[config.mk]
export PLATFORM = sky130hd
export DESIGN_NAME = i2c_reg_write_master
export DESIGN_NICKNAME = d
export VERILOG_FILES = /design/src/rtl/i2c_reg_write_master.sv
export SDC_FILE = /design/constraint.sdc
export NUM_CORES = 1
export LEC_CHECK = 0
export ABC_AREA = 1
export CAP_MARGIN = 20
export CELL_PAD_IN_SITES_DETAIL_PLACEMENT = 0
export CELL_PAD_IN_SITES_GLOBAL_PLACEMENT = 2
export CORE_MARGIN = 2
export CORE_UTILIZATION = 27
export CTS_BUF_LIST = sky130_fd_sc_hd__clkbuf_4
export DETAILED_ROUTE_END_ITERATION = 16
export PLACE_DENSITY_LB_ADDON = 0.1
export SYNTH_ARGS = -nofsm -noshare
export SYNTH_HDL_FRONTEND = slang
export SYNTH_SLANG_ARGS = --single-unit
[constraint.sdc]
create_clock -name clk_clk -period 1.85 [get_ports clk_clk]
set_input_delay 0.185 -clock clk_clk [delete_from_list [all_inputs] [get_ports clk_clk]]
set_output_delay 0.185 -clock clk_clk [all_outputs]
set_load 0.03 [all_outputs]
[src/rtl/i2c_reg_write_master.sv]
// Single-clock I2C write master: one 16-bit register write per request
// (START, {dev,0}, reg, data hi, data lo, STOP), open-drain style pad controls.
module i2c_reg_write_master #(
    parameter int QUARTER_DIV = 1
) (
    input  logic        clk_clk,
    input  logic        reset_reset,
    input  logic        start,
    input  logic [6:0]  dev_addr,
    input  logic [7:0]  reg_addr,
    input  logic [15:0] wr_data,
    output logic        busy,
    output logic        done,
    output logic        ack_error,
    output logic        scl_o,
    output logic        sda_oe,
    input  logic        sda_i
);

    localparam int CW = (QUARTER_DIV > 1) ? $clog2(QUARTER_DIV) : 1;
    localparam logic [CW-1:0] DIV_LAST = CW'(QUARTER_DIV - 1);

    typedef enum logic [2:0] {
        ST_IDLE,
        ST_START,
        ST_BIT,
        ST_ACK,
        ST_STOP,
        ST_DONE
    } state_t;

    state_t        state_reg,     state_next;
    logic [CW-1:0] div_reg,       div_next;
    logic [1:0]    qtr_reg,       qtr_next;
    logic [2:0]    bit_reg,       bit_next;
    logic [1:0]    byte_reg,      byte_next;
    logic [31:0]   frame_reg,     frame_next;
    logic          nack_reg,      nack_next;
    logic          busy_reg,      busy_next;
    logic          done_reg,      done_next;
    logic          ack_error_reg, ack_error_next;
    logic          scl_reg,       scl_next;
    logic          sda_oe_reg,    sda_oe_next;
    logic          tick;

    assign tick = (div_reg == DIV_LAST);

    always_comb begin
        state_next     = state_reg;
        div_next       = div_reg;
        qtr_next       = qtr_reg;
        bit_next       = bit_reg;
        byte_next      = byte_reg;
        frame_next     = frame_reg;
        nack_next      = nack_reg;
        busy_next      = busy_reg;
        done_next      = 1'b0;
        ack_error_next = ack_error_reg;

        // Quarter divider only runs while a transfer is on the bus.
        if (state_reg == ST_IDLE || state_reg == ST_DONE) begin
            div_next = '0;
        end else if (tick) begin
            div_next = '0;
        end else begin
            div_next = div_reg + CW'(1);
        end

        case (state_reg)
            ST_IDLE: begin
                if (start && !busy_reg) begin
                    frame_next     = {dev_addr, 1'b0, reg_addr, wr_data};
                    ack_error_next = 1'b0;
                    busy_next      = 1'b1;
                    qtr_next       = 2'd0;
                    bit_next       = 3'd7;
                    byte_next      = 2'd0;
                    nack_next      = 1'b0;
                    state_next     = ST_START;
                end
            end
            ST_START: begin
                if (tick) begin
                    qtr_next = qtr_reg + 2'd1;
                    if (qtr_reg == 2'd3) begin
                        state_next = ST_BIT;
                    end
                end
            end
            ST_BIT: begin
                if (tick) begin
                    qtr_next = qtr_reg + 2'd1;
                    if (qtr_reg == 2'd3) begin
                        // Wraps 0 -> 7, ready for the next byte.
                        bit_next = bit_reg - 3'd1;
                        if (bit_reg == 3'd0) begin
                            state_next = ST_ACK;
                        end
                    end
                end
            end
            ST_ACK: begin
                if (tick) begin
                    qtr_next = qtr_reg + 2'd1;
                    if (qtr_reg == 2'd2) begin
                        nack_next = sda_i;
                    end
                    if (qtr_reg == 2'd3) begin
                        if (nack_reg) begin
                            ack_error_next = 1'b1;
                            state_next     = ST_STOP;
                        end else if (byte_reg == 2'd3) begin
                            state_next = ST_STOP;
                        end else begin
                            byte_next  = byte_reg + 2'd1;
                            state_next = ST_BIT;
                        end
                    end
                end
            end
            ST_STOP: begin
                if (tick) begin
                    qtr_next = qtr_reg + 2'd1;
                    if (qtr_reg == 2'd3) begin
                        state_next = ST_DONE;
                    end
                end
            end
            ST_DONE: begin
                done_next  = 1'b1;
                busy_next  = 1'b0;
                state_next = ST_IDLE;
            end
            default: begin
                state_next = ST_IDLE;
            end
        endcase

        // Pad levels are derived from the upcoming state so they register
        // in step with the phase they belong to.
        scl_next    = 1'b1;
        sda_oe_next = 1'b0;
        case (state_next)
            ST_START: begin
                sda_oe_next = qtr_next[1];
            end
            ST_BIT: begin
                scl_next    = qtr_next[1];
                sda_oe_next = ~frame_next[{~byte_next, bit_next}];
            end
            ST_ACK: begin
                scl_next = qtr_next[1];
            end
            ST_STOP: begin
                scl_next    = qtr_next[1];
                sda_oe_next = (qtr_next != 2'd3);
            end
            default: begin
                scl_next    = 1'b1;
                sda_oe_next = 1'b0;
            end
        endcase
    end

    always_ff @(posedge clk_clk) begin
        if (reset_reset) begin
            state_reg     <= ST_IDLE;
            div_reg       <= '0;
            qtr_reg       <= 2'd0;
            bit_reg       <= 3'd7;
            byte_reg      <= 2'd0;
            frame_reg     <= 32'd0;
            nack_reg      <= 1'b0;
            busy_reg      <= 1'b0;
            done_reg      <= 1'b0;
            ack_error_reg <= 1'b0;
            scl_reg       <= 1'b1;
            sda_oe_reg    <= 1'b0;
        end else begin
            state_reg     <= state_next;
            div_reg       <= div_next;
            qtr_reg       <= qtr_next;
            bit_reg       <= bit_next;
            byte_reg      <= byte_next;
            frame_reg     <= frame_next;
            nack_reg      <= nack_next;
            busy_reg      <= busy_next;
            done_reg      <= done_next;
            ack_error_reg <= ack_error_next;
            scl_reg       <= scl_next;
            sda_oe_reg    <= sda_oe_next;
        end
    end

    assign busy      = busy_reg;
    assign done      = done_reg;
    assign ack_error = ack_error_reg;
    assign scl_o     = scl_reg;
    assign sda_oe    = sda_oe_reg;

endmodule

-- Word-level counts from Yosys, hierarchy flattened
Index checks and enable logic that the tools add are counted.
W data, S select, Z words.
- bits in registers: 49
- latch bits: 0
- memory bits (writable): 0
- memory bits (read-only): 0
- word-level logic and storage cells: 95
- memories: 0
- add/subtract/negate cells: 4
- $mul: 0
- divide/modulo/power cells: 0
- $lt $le $gt $ge: 1
- equal/unequal tests: 18
- shifts and indexed selects: 0
- multiplexer cells: 42
- bitwise gates (word level): 4
- reductions and logical operators: 14
- operators by type and width (cell ; number):
    $mux W32 ; 2
    $mux W3 ; 15
    $pmux W3 S5 ; 1
    $mux W2 ; 7
    $eq A3 B2 Y1 const B ; 4
    $ne A2 B2 Y1 const B ; 5
    $eq A3 B3 Y1 const B ; 3
    $mux W1 ; 9
    $pmux W2 S2 ; 2
    $eq A2 B2 Y1 const B ; 3
    $eq A3 B1 Y1 const B ; 2
    $logic_not A3 Y1 ; 2
    $lt A5 B6 Y1 const B ; 1
    $pmux W1 S2 ; 3
    $pmux W3 S2 ; 1
    $reduce_or A3 Y1 ; 2
    $bmux W1 S5 ; 1
    $reduce_and A5 Y1 ; 1
    $add A2 B1 Y2 const B ; 2
    $reduce_and A4 Y1 ; 1
    $reduce_bool A2 Y1 ; 2
    $reduce_or A4 Y1 ; 1
    $not A1 Y1 ; 3
    $pmux W1 S3 ; 1
    other kinds (9) ; 9

-- Longest topological paths before layout
- depth after elaboration: 11
- mapped depth: 15
- mapped depth without buffers: 15

-- Worst setup path after synthesis
No wires, ideal clock.
- kind: reg2reg
- from: reg qtr_reg[1]
- to: reg sda_oe_reg, in the netlist sda_oe
- setup time: 0.131 ns
- arrival time: 1.652 ns
- required time: 1.719 ns
- path slack: 0.067 ns
- cell stages (with the launch flop): 16
- buffers on the path: 1
- period minus slack after synthesis: 1.783 ns
- cell sequence: dfxtp_1 > ha_1 > inv_1 > nor2_4 > nand3_4 > inv_2 > nand2_2 > nand2_4 > buf_4 > nand2_1 > nand3_1 > nand3_1 > nand3_1 > nand3_1 > nand3_1 > a21oi_2
- cells in the longest elaborated chain, start to end: 9
- elaborated cells between the ends (all ways): 29
- ends and longest elaborated chain (element ; RTL line ; source):
    start: declaration ; 34 ; logic [1:0] qtr_reg, qtr_next;
    start signal: assignment ; 182 ; qtr_reg <= qtr_next;
    $eq A2 B2 Y1 ; -- ;
    $mux W2 ; 108 ; if (qtr_reg == 2'd3) begin
    $mux W2 ; 103 ; if (tick) begin
    $pmux W2 S2 ; 69 ; case (state_reg)
    $not A2 Y2 ; 149 ; sda_oe_next = ~frame_next[{~byte_next, bit_next}];
    $bmux W1 S5 ; 149 ;
    $mux W1 (implied by the code) ; 149 ;
    $not A1 Y1 ; 149 ;
    $pmux W1 S3 (*) ; 143 ; case (state_next)
    end signal: assignment ; 191 ; sda_oe_reg <= sda_oe_next;
    end: declaration ; 43 ; logic sda_oe_reg, sda_oe_next;
Mark *: on every way between the ends. The rest lies on a longest branch, timed or not. The select of a mux whose other input is x is not followed.
A chain may end at the register's enable or synchronous reset.

-- Final worst setup path
- from: reg qtr_reg[0]
- to: reg sda_oe_reg, in the netlist sda_oe
The elaborated chain is that of the path after synthesis.

==> impl_metrics.yaml <==
status:
  status: "complete, but fails checks"
  violations: "setup timing"
timing:
  min_period_over_period_pct: 105
  finalSetupViolCount: 1
  final-max-slew-violation-count: 0
  tns_ns: -0.0850
  hold_viol: 0
  period_minus_slack_ns: 1.94
  rsz0062_at_grt: "true"
  timing.final.ws_setup_ns: -0.0850
  fmax_mhz: 517
  fin_skew_ns: 0.0123
setup_path:
  r2r_end: "sda_oe"
  critPathKind: "reg -> reg"
  crit_fanout: 15
  crit-reg2reg-launch: "qtr_reg[0]"
  startpoint: "qtr_reg[0]"
  critPathMaxStageDelay_ns: 0.35
  path_delay_family: "simple AND/OR/NAND/NOR gates"
  r2r_slack_ns: -0.09
  cp-start-kind: "register"
  cpMostUsedCell: "nand3_1"
  cp.arrival_ns: 2.25
  path_cells: "ha_1, inv_1, nor2_4, nand3_4, inv_4, nand2_8, buf_12, nand3_1, nand3_1, nand3_1, nand3_1, nand3_1, nand3_1, a21oi_2"
  crit_path_top_delay_cell: "dfxtp_2"
  r2r_cells: 14
  crit_buf_inv: 3
  required_ns: 2.17
  endpoint_kind: "register"
floorplan:
  core_area_um2: 9280
  rows: 35
  die_h_um: 102
  initial_core_util_pct: 28.0
  dieWidth_um: 102
  fp.dieArea_um2: 10400
  ios: 40
run:
  drv_cap: 0
placed_design:
  place_area_um2: 3420
  port-buffer-count: 39
  place_congestion: 0.795
  placed_cells: 586
  hpwl_um: 5150
detailed_routing:
  avgRoutedWirePerCell_um: 11.9
  wl_um: 7160
  dr.pass1.iters: 4
  drt_iter0_markers: 101
  num_vias: 2587
  ant_nets: 0
  met2WireLength_um: 3340
  via_per_inst: 4.30
  highest_layer: "met4"
  routed-wl-met3_um: 305
  post-route-drc-count: 0
  met1_length_um: 3450
synthesis:
  synth_top_flop_cell: "dfxtp_1"
  synth_area_um2: 2600
  yosys_warnings: 0
  synth-edff-count: 0
  syn_nets: 428
  netlist_instances: 389
  synth_async_sr_flop_share_pct: 0
  synth_seq_area_share_pct: 37.7
  ys_seq_elements: 49
  yosysUniqueCellTypes: 30
  syn_avg_cell_area_um2: 6.69
cells_and_area:
  layout-drive-gt1-share_pct: 20.3
  fillers: 1034
  final_common_cell: "nand2_1"
  syn_to_final_growth_pct: 41.2
  final_net_count: 510
  finalInstanceArea_um2: 3680
  stdcell_count: 601
  largest_reg_flops: 32
  layout_common_cells: "86 x nand2_1, 66 x inv_1, 52 x nand3_1"
  diodes: 0
clocking:
  clockRootBuffer: "clkbuf_4"
  cts_tree: "built"
  cts_max_level: 2
  clkSinkCount: 49
  clk_pin_slew_ns: 0.15
  insertion_delay_ns: 0.37
  clockBufferDepth: 2
  cts_hold_repair.buffers: 0
  cts_buffers: 5
global_routing:
  grt_first_pass_wirelength_um: 11700
  antenna_found_initial: 0
  grt_pass1_vias: 2500
  overflow: 0
  grt.total_usage_pct: 14.2
  grt_max_degree: 29
pwr:
  power_mw: 2.30
  p_leak_nw: 1.61
  power_density_nw_per_um2: 627
  irDropWorstVdd_mv: 0.225
min_path:
  min_path_cells: 3
  worstHoldPathType: "in -> reg"
  min_from: "wr_data[5]"
  min_to: "frame_reg[5]"
==> worst max path at each step <==
stage	endpoint	slack, ns	cells after the start
3_5_place_dp	sda_oe	-0.26	13
6_report	sda_oe	-0.09	14
2_1_floorplan	sda_oe	0.07	15
3_3_place_gp	sda_oe	-0.26	13
5_1_grt	sda_oe	-0.25	14
4_1_cts	sda_oe	-0.08	14
==> layout make-up <==
type | instances | area (um^2) | area share, %
repair buffers | 89 | 836 | 22.7
clock inverters | 3 | 41.3 | 1.12
well taps | 129 | 161 | 4.39
flip-flops and latches | 49 | 988 | 26.9
clock buffers | 5 | 37.5 | 1.02
multi-input cells | 257 | 1350 | 36.7
inverters | 69 | 262 | 7.11
==> timing repair <==
item	4_1_cts	5_1_grt
cloned	0	2
setup buffers	1	4
setup endpoints to repair	1	3
pin swaps	3	12
gates resized for setup	9	25
==> metrics by stage <==
stage	hold WS, ns	util [%]	setup WS, ns
6_report	0.385	39.6	-0.0850
2_1_floorplan	0.329	-	0.0669
3_5_place_dp	0.442	36.8	-0.263
4_1_cts	0.362	38.1	-0.0780
3_3_place_gp	0.432	36.8	-0.263
5_1_grt	0.376	39.6	-0.254
==> cells in the mapped netlist, types with 3 or more instances <==
cell type	number	area, um^2
o21ai_0	5	25.0
dfxtp_1	49	981
buf_6	7	78.8
nand3_1	57	285
nor2_1	37	139
nor2_4	3	33.8
nand2_1	89	334
o21ai_1	16	80.1
inv_1	67	251
buf_2	3	15.0
o21ai_2	5	43.8
clkbuf_1	5	18.8
a21oi_1	20	100
ha_1	4	50.1
==> kinds of logic (layout without fill, tap and decap cells) <==
family                     Yosys count  count (layout)  synth area share [%]
DFF                                 49              49                  37.7
other                                1               1                 0.144
buffers and inverters               85             166                  14.6
adders and majority gates            4               4                  1.92
muxes                                1               1                 0.384
AOI/OAI and AO/OA                   50              50                  10.8
and+or+nand+nor                    199             201                  34.5
==> report_power, final <==
group	switching [mW]	total, mW	leakage [nW]	internal [mW]
clock network	0.363	0.643	0.0389	0.280
registers	0.0207	1.14	0.401	1.11
logic	0.280	0.526	1.17	0.246
total	0.664	2.30	1.61	1.64
==> tightest hold or removal path, delay by kind of cell <==
family | cells | cell delay, ns
simple gates | 1 | 0.08
buf+inv | 1 | 0.39
compound gates | 1 | 0.06
==> layer usage <==
metal | vias to the layer above | track usage [%]
li1 | 1381 | -
met2 | 54 | 24.3
met1 | 1144 | 18.7
met3 | 8 | 2.39
met5 | - | 0
met4 | 0 | 3.18
Note: power is estimated with default switching activity, not from simulation.
